===== config.mk =====
export PLATFORM = sky130hd
export DESIGN_NAME = timer_dev
export DESIGN_NICKNAME = d
export VERILOG_FILES = /design/src/rtl/timer_dev.sv
export SDC_FILE = /design/constraint.sdc
export NUM_CORES = 1
export LEC_CHECK = 0
export ABC_AREA = 1
export BUFFER_PORTS_ARGS = -buffer_cell sky130_fd_sc_hd__buf_2
export CAP_MARGIN = 25
export CORE_MARGIN = 1
export CORE_UTILIZATION = 38
export DETAILED_ROUTE_END_ITERATION = 8
export GPL_ROUTABILITY_DRIVEN = 0
export PLACE_DENSITY_LB_ADDON = 0.05
export SLEW_MARGIN = 20
export SYNTH_ARGS = -nofsm -noshare
export SYNTH_HDL_FRONTEND = slang
export SYNTH_SLANG_ARGS = --single-unit

===== constraint.sdc =====
create_clock -name clk -period 1.7 [get_ports clk]
set_input_delay 0.085 -clock clk [delete_from_list [all_inputs] [get_ports clk]]
set_output_delay 0.085 -clock clk [all_outputs]
set_load 0.05 [all_outputs]

===== src/rtl/timer_dev.sv =====
// Memory-mapped countdown timer: CTRL/PRESET/COUNT registers in a 16-byte window,
// a four-state sequencer, and a pending flag gated by IM onto irq.
module timer_dev #(
  parameter logic [31:0] BASE_ADDR = 32'h0000_7F00
) (
  input  logic        clk,
  input  logic        reset,
  input  logic [31:0] addr,
  input  logic [31:0] wdata,
  input  logic [3:0]  byteen,
  output logic [31:0] rdata,
  output logic        irq
);

  // state | meaning
  // IDLE  | waiting for EN
  // LOAD  | COUNT <= PRESET
  // CNT   | counting down; INT at zero, IDLE if EN drops
  // INT   | pend raised; reload (MODE 01) or disable (one-shot)
  typedef enum logic [1:0] {IDLE, LOAD, CNT, INT} state_t;

  state_t      state, state_next;
  logic        en, im, pend;
  logic [1:0]  mode;
  logic [31:0] preset, count;

  logic        sel, wr, wr_ctrl, wr_preset;
  logic        do_load, do_dec, do_set, do_clr, do_en_clr;
  logic        unused_addr;

  assign sel         = (addr[31:4] == BASE_ADDR[31:4]);
  assign wr          = sel && (|byteen);
  assign wr_ctrl     = wr && (addr[3:2] == 2'd0);
  assign wr_preset   = wr && (addr[3:2] == 2'd1);
  assign unused_addr = ^addr[1:0];

  function automatic logic [31:0] merge(input logic [31:0] old_val,
                                        input logic [31:0] new_val,
                                        input logic [3:0]  be);
    logic [31:0] res;
    for (int i = 0; i < 4; i++)
      res[8*i +: 8] = be[i] ? new_val[8*i +: 8] : old_val[8*i +: 8];
    return res;
  endfunction

  always_ff @(posedge clk) begin
    if (reset) state <= IDLE;
    else       state <= state_next;
  end

  always_comb begin
    state_next = state;
    do_load    = 1'b0;
    do_dec     = 1'b0;
    do_set     = 1'b0;
    do_clr     = 1'b0;
    do_en_clr  = 1'b0;
    case (state)
      IDLE: if (en) state_next = LOAD;
      LOAD: begin
        do_load    = 1'b1;
        state_next = CNT;
      end
      CNT: begin
        if (!en) begin
          state_next = IDLE;
        end else if (count == 32'd0) begin
          do_set     = 1'b1;
          state_next = INT;
        end else begin
          do_dec = 1'b1;
        end
      end
      INT: begin
        if (mode == 2'b01) begin
          do_clr     = 1'b1;
          state_next = LOAD;
        end else begin
          do_en_clr  = 1'b1;
          state_next = IDLE;
        end
      end
      default: state_next = IDLE;
    endcase
  end

  // CPU writes to CTRL override the sequencer's EN clear; a pend set beats any clear.
  always_ff @(posedge clk) begin
    if (reset) begin
      en     <= 1'b0;
      mode   <= 2'b00;
      im     <= 1'b0;
      preset <= 32'h0;
      count  <= 32'h0;
      pend   <= 1'b0;
    end else begin
      if (do_load)     count <= preset;
      else if (do_dec) count <= count - 32'd1;

      if (do_en_clr) en <= 1'b0;
      if (wr_ctrl && byteen[0]) {im, mode, en} <= wdata[3:0];

      if (wr_preset) preset <= merge(preset, wdata, byteen);

      if (do_set)                              pend <= 1'b1;
      else if (wr_ctrl || wr_preset || do_clr) pend <= 1'b0;
    end
  end

  always_comb begin
    rdata = 32'h0;
    if (sel) begin
      case (addr[3:2])
        2'd0:    rdata = {28'h0, im, mode, en};
        2'd1:    rdata = preset;
        2'd2:    rdata = count;
        default: rdata = 32'h0;
      endcase
    end
  end

  assign irq = pend & im;

endmodule

======== Yosys cells after proc, flatten, opt, wreduce, memory -nomap -nowiden ========
Cells that the tools add are included.
word-level totals
  flip-flop bits (word level) ............. 71
  input bits .............................. 70
  latch bits .............................. 0
  RAM bits ................................ 0
  memories ................................ 0
  logic and storage cells ................. 63
  memory bits (read-only) ................. 0
  output and inout bits ................... 33
cells by class
  reductions and logical operators ........ 18
  equality and inequality tests ........... 9
  shift operators ......................... 0
  multiply operators ...................... 0
  mux-type cells .......................... 24
  divide/modulo/power cells ............... 0
  add/sub/neg operators ................... 1
  bitwise logic cells ..................... 1
  order comparisons ....................... 0
operators with widths
  kind                                                                     count
  32-bit 2-to-1 mux                                                        3
  32-bit case mux with 3 select lines                                      1
  32-bit logical NOT                                                       1
  32-bit by 1-bit subtractor with 32-bit output, second input constant     1
  28-bit by 11-bit equality test with 1-bit output, second input constant  1
  1-bit 2-to-1 mux                                                         16
  2-bit AND reduction                                                      5
  2-bit case mux with 4 select lines                                       1
  2-bit by 1-bit equality test with 1-bit output, second input constant    3
  2-bit equality test, second input constant                               3
  2-bit 2-to-1 mux                                                         3
  2-bit nonzero test                                                       3
  1-bit logical AND                                                        4
  2-bit logical NOT                                                        2
  4-bit OR reduction                                                       1
  3-bit != test, second input constant                                     1
  1-bit logical OR                                                         2
  2-bit != test, second input constant                                     1
  1-bit AND                                                                1

======== Depth between registers and ports, before layout ========
  depth in word-level cells ............... 7
  mapped depth ............................ 13
  gate-level depth less buffers ........... 12

======== Least setup slack after synthesis ========
No wires, ideal clock.
  kind .................................... input -> output
  from .................................... input port addr[7]
  to ...................................... output port rdata[25]
  setup slack ............................. -0.122 ns
  stages on the path ...................... 8
  required time ........................... 1.615 ns
  arrival time ............................ 1.737 ns
  buffers on the path ..................... 1
  cell sequence ........................... nor2_1 > nand2_1 > nor2_1 > nand2_1 > nor2_2 > inv_1 > clkbuf_1 > a21oi_1
on the way
  longest elaborated chain between the ends .. 2
ends and longest elaborated chain
  item                                              line  text
  start, declared                                   8     input logic [31:0] addr,
  28-bit by 11-bit equality test with 1-bit output  31    assign sel = (addr[31:4] == BASE_ADDR[31:4]);
  32-bit 2-to-1 mux                                 112   if (sel) begin
  end, declared                                     11    output logic [31:0] rdata,
Every way passes these cells.

======== Worst setup path after layout ========
  from .................................... register count[1]
  to ...................................... register count[30]
on the way
  longest elaborated chain between the ends .. 5
  elaborated cells between the ends (all ways) .. 8
  classes of those cells .................. add/sub: 1; mux: 5; reduce/logical: 2
ends and longest elaborated chain
  item                                                                                                   line  text
  start, declared                                                                                        25    logic [31:0] preset, count;
  start signal, assigned                                                                                 97    if (do_load) count <= preset;
  start signal, assigned                                                                                 98    else if (do_dec) count <= count - 32'd1;
  parallel branches: the longest is 5 deep, another holds 32-bit by 1-bit subtractor with 32-bit output  -
Several ways; the timed one is not identified. The select of a mux whose other input is x is not followed.
A chain may end at the register's enable or synchronous reset.

==> impl_metrics.yaml <==
pwr:
  ir_drop_uv: 518
  p_leak_nw: 3.58
  power_mw: 3.89
  power.density_nw_per_um2: 553
synthesis:
  syn_inst: 855
  ys.warnings.count: 0
  synthFlopType: "dfxtp_1"
  async_flop_share_pct: 0
  synth_top_family_by_area: "simple AND/OR/NAND/NOR gates"
  syn-mean-instance-area_um2: 5.57
  ys_seq_elements: 71
  syn_area_um2: 4770
  synth_xor_area_share_pct: 1.29
  synth-seq-area-share_pct: 29.8
  synth_compound_area_share_pct: 9.98
  synth_edf_count: 0
  synthMuxAreaShare_pct: 0
  syn_nets: 926
  synth_cell_type_count: 30
  synthAdderAreaFrac_pct: 0.263
  synth-simple-area-share_pct: 48.0
placed_design:
  hpwlAfterDp_um: 12200
  place_ws_ns: -0.125
  dp.cells: 1179
  placed_area_um2: 6020
  io_buffers: 100
die:
  start_util_pct: 39.3
  die_h_um: 114
  boundaryPins: 103
  die_area_um2: 13000
  core-area_um2: 12100
  rows: 40
  dieWidth_um: 114
setup_path:
  cp_data_arrival_time_ns: 1.96
  critPathLaunchType: "flip-flop"
  crit_slowest_cell: "dfxtp_2"
  crit_path_max_incr_delay_ns: 0.32
  criticalPathCategory: "reg -> reg"
  cp_cell_sequence: "inv_2 > ha_4 > nand2_4 > nor2_4 > nand2_4 > buf_6 > o21ai_4 > clkbuf_16 > a21oi_2 > nor2_1 > nor2_1"
  endpoint_kind: "flip-flop"
  rr_worst_depth: 11
  cp_top_family: "buffers and inverters"
  crit_fanout: 6
  cp_data_required_time_ns: 1.92
  cp_num_cells: 11
  path_buf_inv: 3
timing:
  maxSlewViolCount: 0
  finalHoldViolations: 0
  timing.fmax_ghz: 0.576
  fin_worst_skew_ns: 0.00961
  worst_slew_pin_slew_ns: 0.386
  fin_setup_tns_ns: -0.0859
  rsz0062_at_grt: "true"
  setup_viol: 6
  worst_slack_ns: -0.0357
  period_needed_ns: 1.74
  holdWs_ns: 0.00969
  slew_headroom_pct: 74.2
  post-route-period-util_pct: 102
global_routing:
  grt_max_degree: 28
  grt_pass1_wl_um: 26500
  grt_pass1_vias: 5462
  grt_usage_pct: 26.3
  overflow: 0
  antenna_found_initial: 0
clock_network:
  cts_buffer_depth: 2
  clk_pin_slew_ns: 0.06
  root_buffer: "clkbuf_16"
  clk_latency_ns: 0.35
  cts_buffers: 9
  cts.sinks: 71
  cts_tree: "built"
  htreeDepth: 3
finish:
  final_core_util_pct: 58.0
  finalNonFillerCells: 1233
  n_antenna_cell: 0
  drive_above_1_share_pct: 28.3
  syn2layout_area_growth_pct: 47.4
  finalNetCount: 1131
  design_area_um2: 7020
detailed_routing:
  drt_iter0_markers: 400
  wl_per_cell_um: 13.6
  dr.pass1.iters: 5
  drtAntennaViolNets: 0
  routed_via_density: 4.85
  routed-via-count: 5975
  drc_errors: 0
  routed_wl_um: 16800
outcome:
  violations: "negative setup slack"
  outcome: "finished with violations"
flow_run:
  max-cap-violations: 0
worst_hold_path:
  min_path_cells: 3
  min_path_type: "in -> reg"
[cells in the final DEF (no fill, tap or decap), types with 3 or more instances in the layout]
| cell | Yosys | final |
|---|---|---|
| nand2_1 | 292 | 279 |
| nor2_1 | 172 | 143 |
| buf_2 | 6 | 100 |
| inv_1 | 99 | 97 |
| buf_4 | 1 | 88 |
| a21oi_1 | 67 | 63 |
| dfxtp_1 | 71 | 62 |
| nand3_1 | 46 | 35 |
| dlygate4sd3_1 | 0 | 27 |
| nor2_2 | 5 | 25 |
| nand4_1 | 22 | 22 |
| nand2_2 | 4 | 13 |
| o21ai_0 | 16 | 12 |
| nor2_4 | 3 | 12 |
| clkbuf_16 | 0 | 11 |
| nand3_2 | 0 | 10 |
| dfxtp_2 | 0 | 9 |
| nor3_1 | 6 | 6 |
| nand2_4 | 1 | 5 |
| a21oi_2 | 1 | 5 |
| xor2_1 | 4 | 4 |
| o21ai_1 | 0 | 4 |
| buf_12 | 0 | 4 |
| clkinvlp_4 | 0 | 3 |
| inv_6 | 0 | 3 |
| buf_6 | 1 | 3 |
[synthesized netlist by cell type, types with 2 or more instances]
| library cell | n | share of area (%) |
|---|---|---|
| inv_1 | 99 | 7.8 |
| nand2_1 | 292 | 23 |
| dfxtp_1 | 71 | 30 |
| clkbuf_1 | 22 | 1.7 |
| buf_2 | 6 | 0.63 |
| o22ai_1 | 2 | 0.26 |
| nand2_2 | 4 | 0.52 |
| o21ai_0 | 16 | 1.7 |
| xnor2_1 | 3 | 0.55 |
| a21oi_1 | 67 | 7.0 |
| nor3_1 | 6 | 0.63 |
| or2_2 | 2 | 0.26 |
| nand3b_1 | 2 | 0.31 |
| xor2_1 | 4 | 0.74 |
| nand4_1 | 22 | 2.9 |
| nand3_1 | 46 | 4.8 |
| nor2_1 | 172 | 14 |
| nor2_2 | 5 | 0.66 |
| nor2_4 | 3 | 0.71 |
[area by class of cell]
class                           instances  area (um2)
Fill cell                            1246        5090
Clock inverter                          7        78.8
Clock buffer                            9         225
Timing Repair Buffer                  224        1600
Multi-Input combinational cell        654        3110
Sequential cell                        71        1430
Inverter                              100         375
Tap cell                              168         210
[sequential cells by signal (all words and copies together), names as in the netlist]
name	count
pend	1
mode	2
en	1
im	1
state	2
count	32
preset	32
[logic make-up after synthesis]
kind of cell / count (synthesis)
flip-flops: 71
XOR/XNOR: 7
AO/OA/AOI/OAI: 90
buffers and inverters: 130
adder cells (fa/ha/maj): 1
AND/OR/NAND/NOR: 556
[metal layers]
metal  global-route usage [%]  up-vias  wire (um)
met5                        0        -          0
met4                     10.2        0        338
met3                     3.51       23        925
met2                     41.4      177       7610
met1                     36.3     2702       7950
li1                         -     3073          -
[worst reg2reg max path, cell delays in order, from the launching register on]
cell,delay [ns]
dfxtp_2,0.32
inv_2,0.07
ha_4,0.15
nand2_4,0.05
nor2_4,0.14
nand2_4,0.07
buf_6,0.12
o21ai_4,0.27
clkbuf_16,0.23
a21oi_2,0.04
nor2_1,0.10
nor2_1,0.05
[power by group]
group | switching, mW | internal (mW)
clock | 0.827 | 1.15
combinational | 0.123 | 0.121
sequential | 0.000000000961 | 1.66
total | 0.950 | 2.94
[final timing paths]
check	end	start	slack, ns
min	preset[15]	wdata[15]	0.01
max	count[30]	count[1]	-0.04
min reg2reg	preset[11]	preset[11]	0.49
max reg2reg	count[30]	count[1]	-0.04
[timing repair]
| item | CTS | global route |
|---|---|---|
| setup buffers | 2 | 7 |
| endpoints found under the setup margin | 23 | 32 |
| gates cloned | 0 | 2 |
| hold buffers | 27 | 0 |
| hold endpoints to repair | 29 | 0 |
| gates resized for setup | 9 | 81 |
| pin swaps | 5 | 30 |
Note: power is estimated with default switching activity, not from simulation.
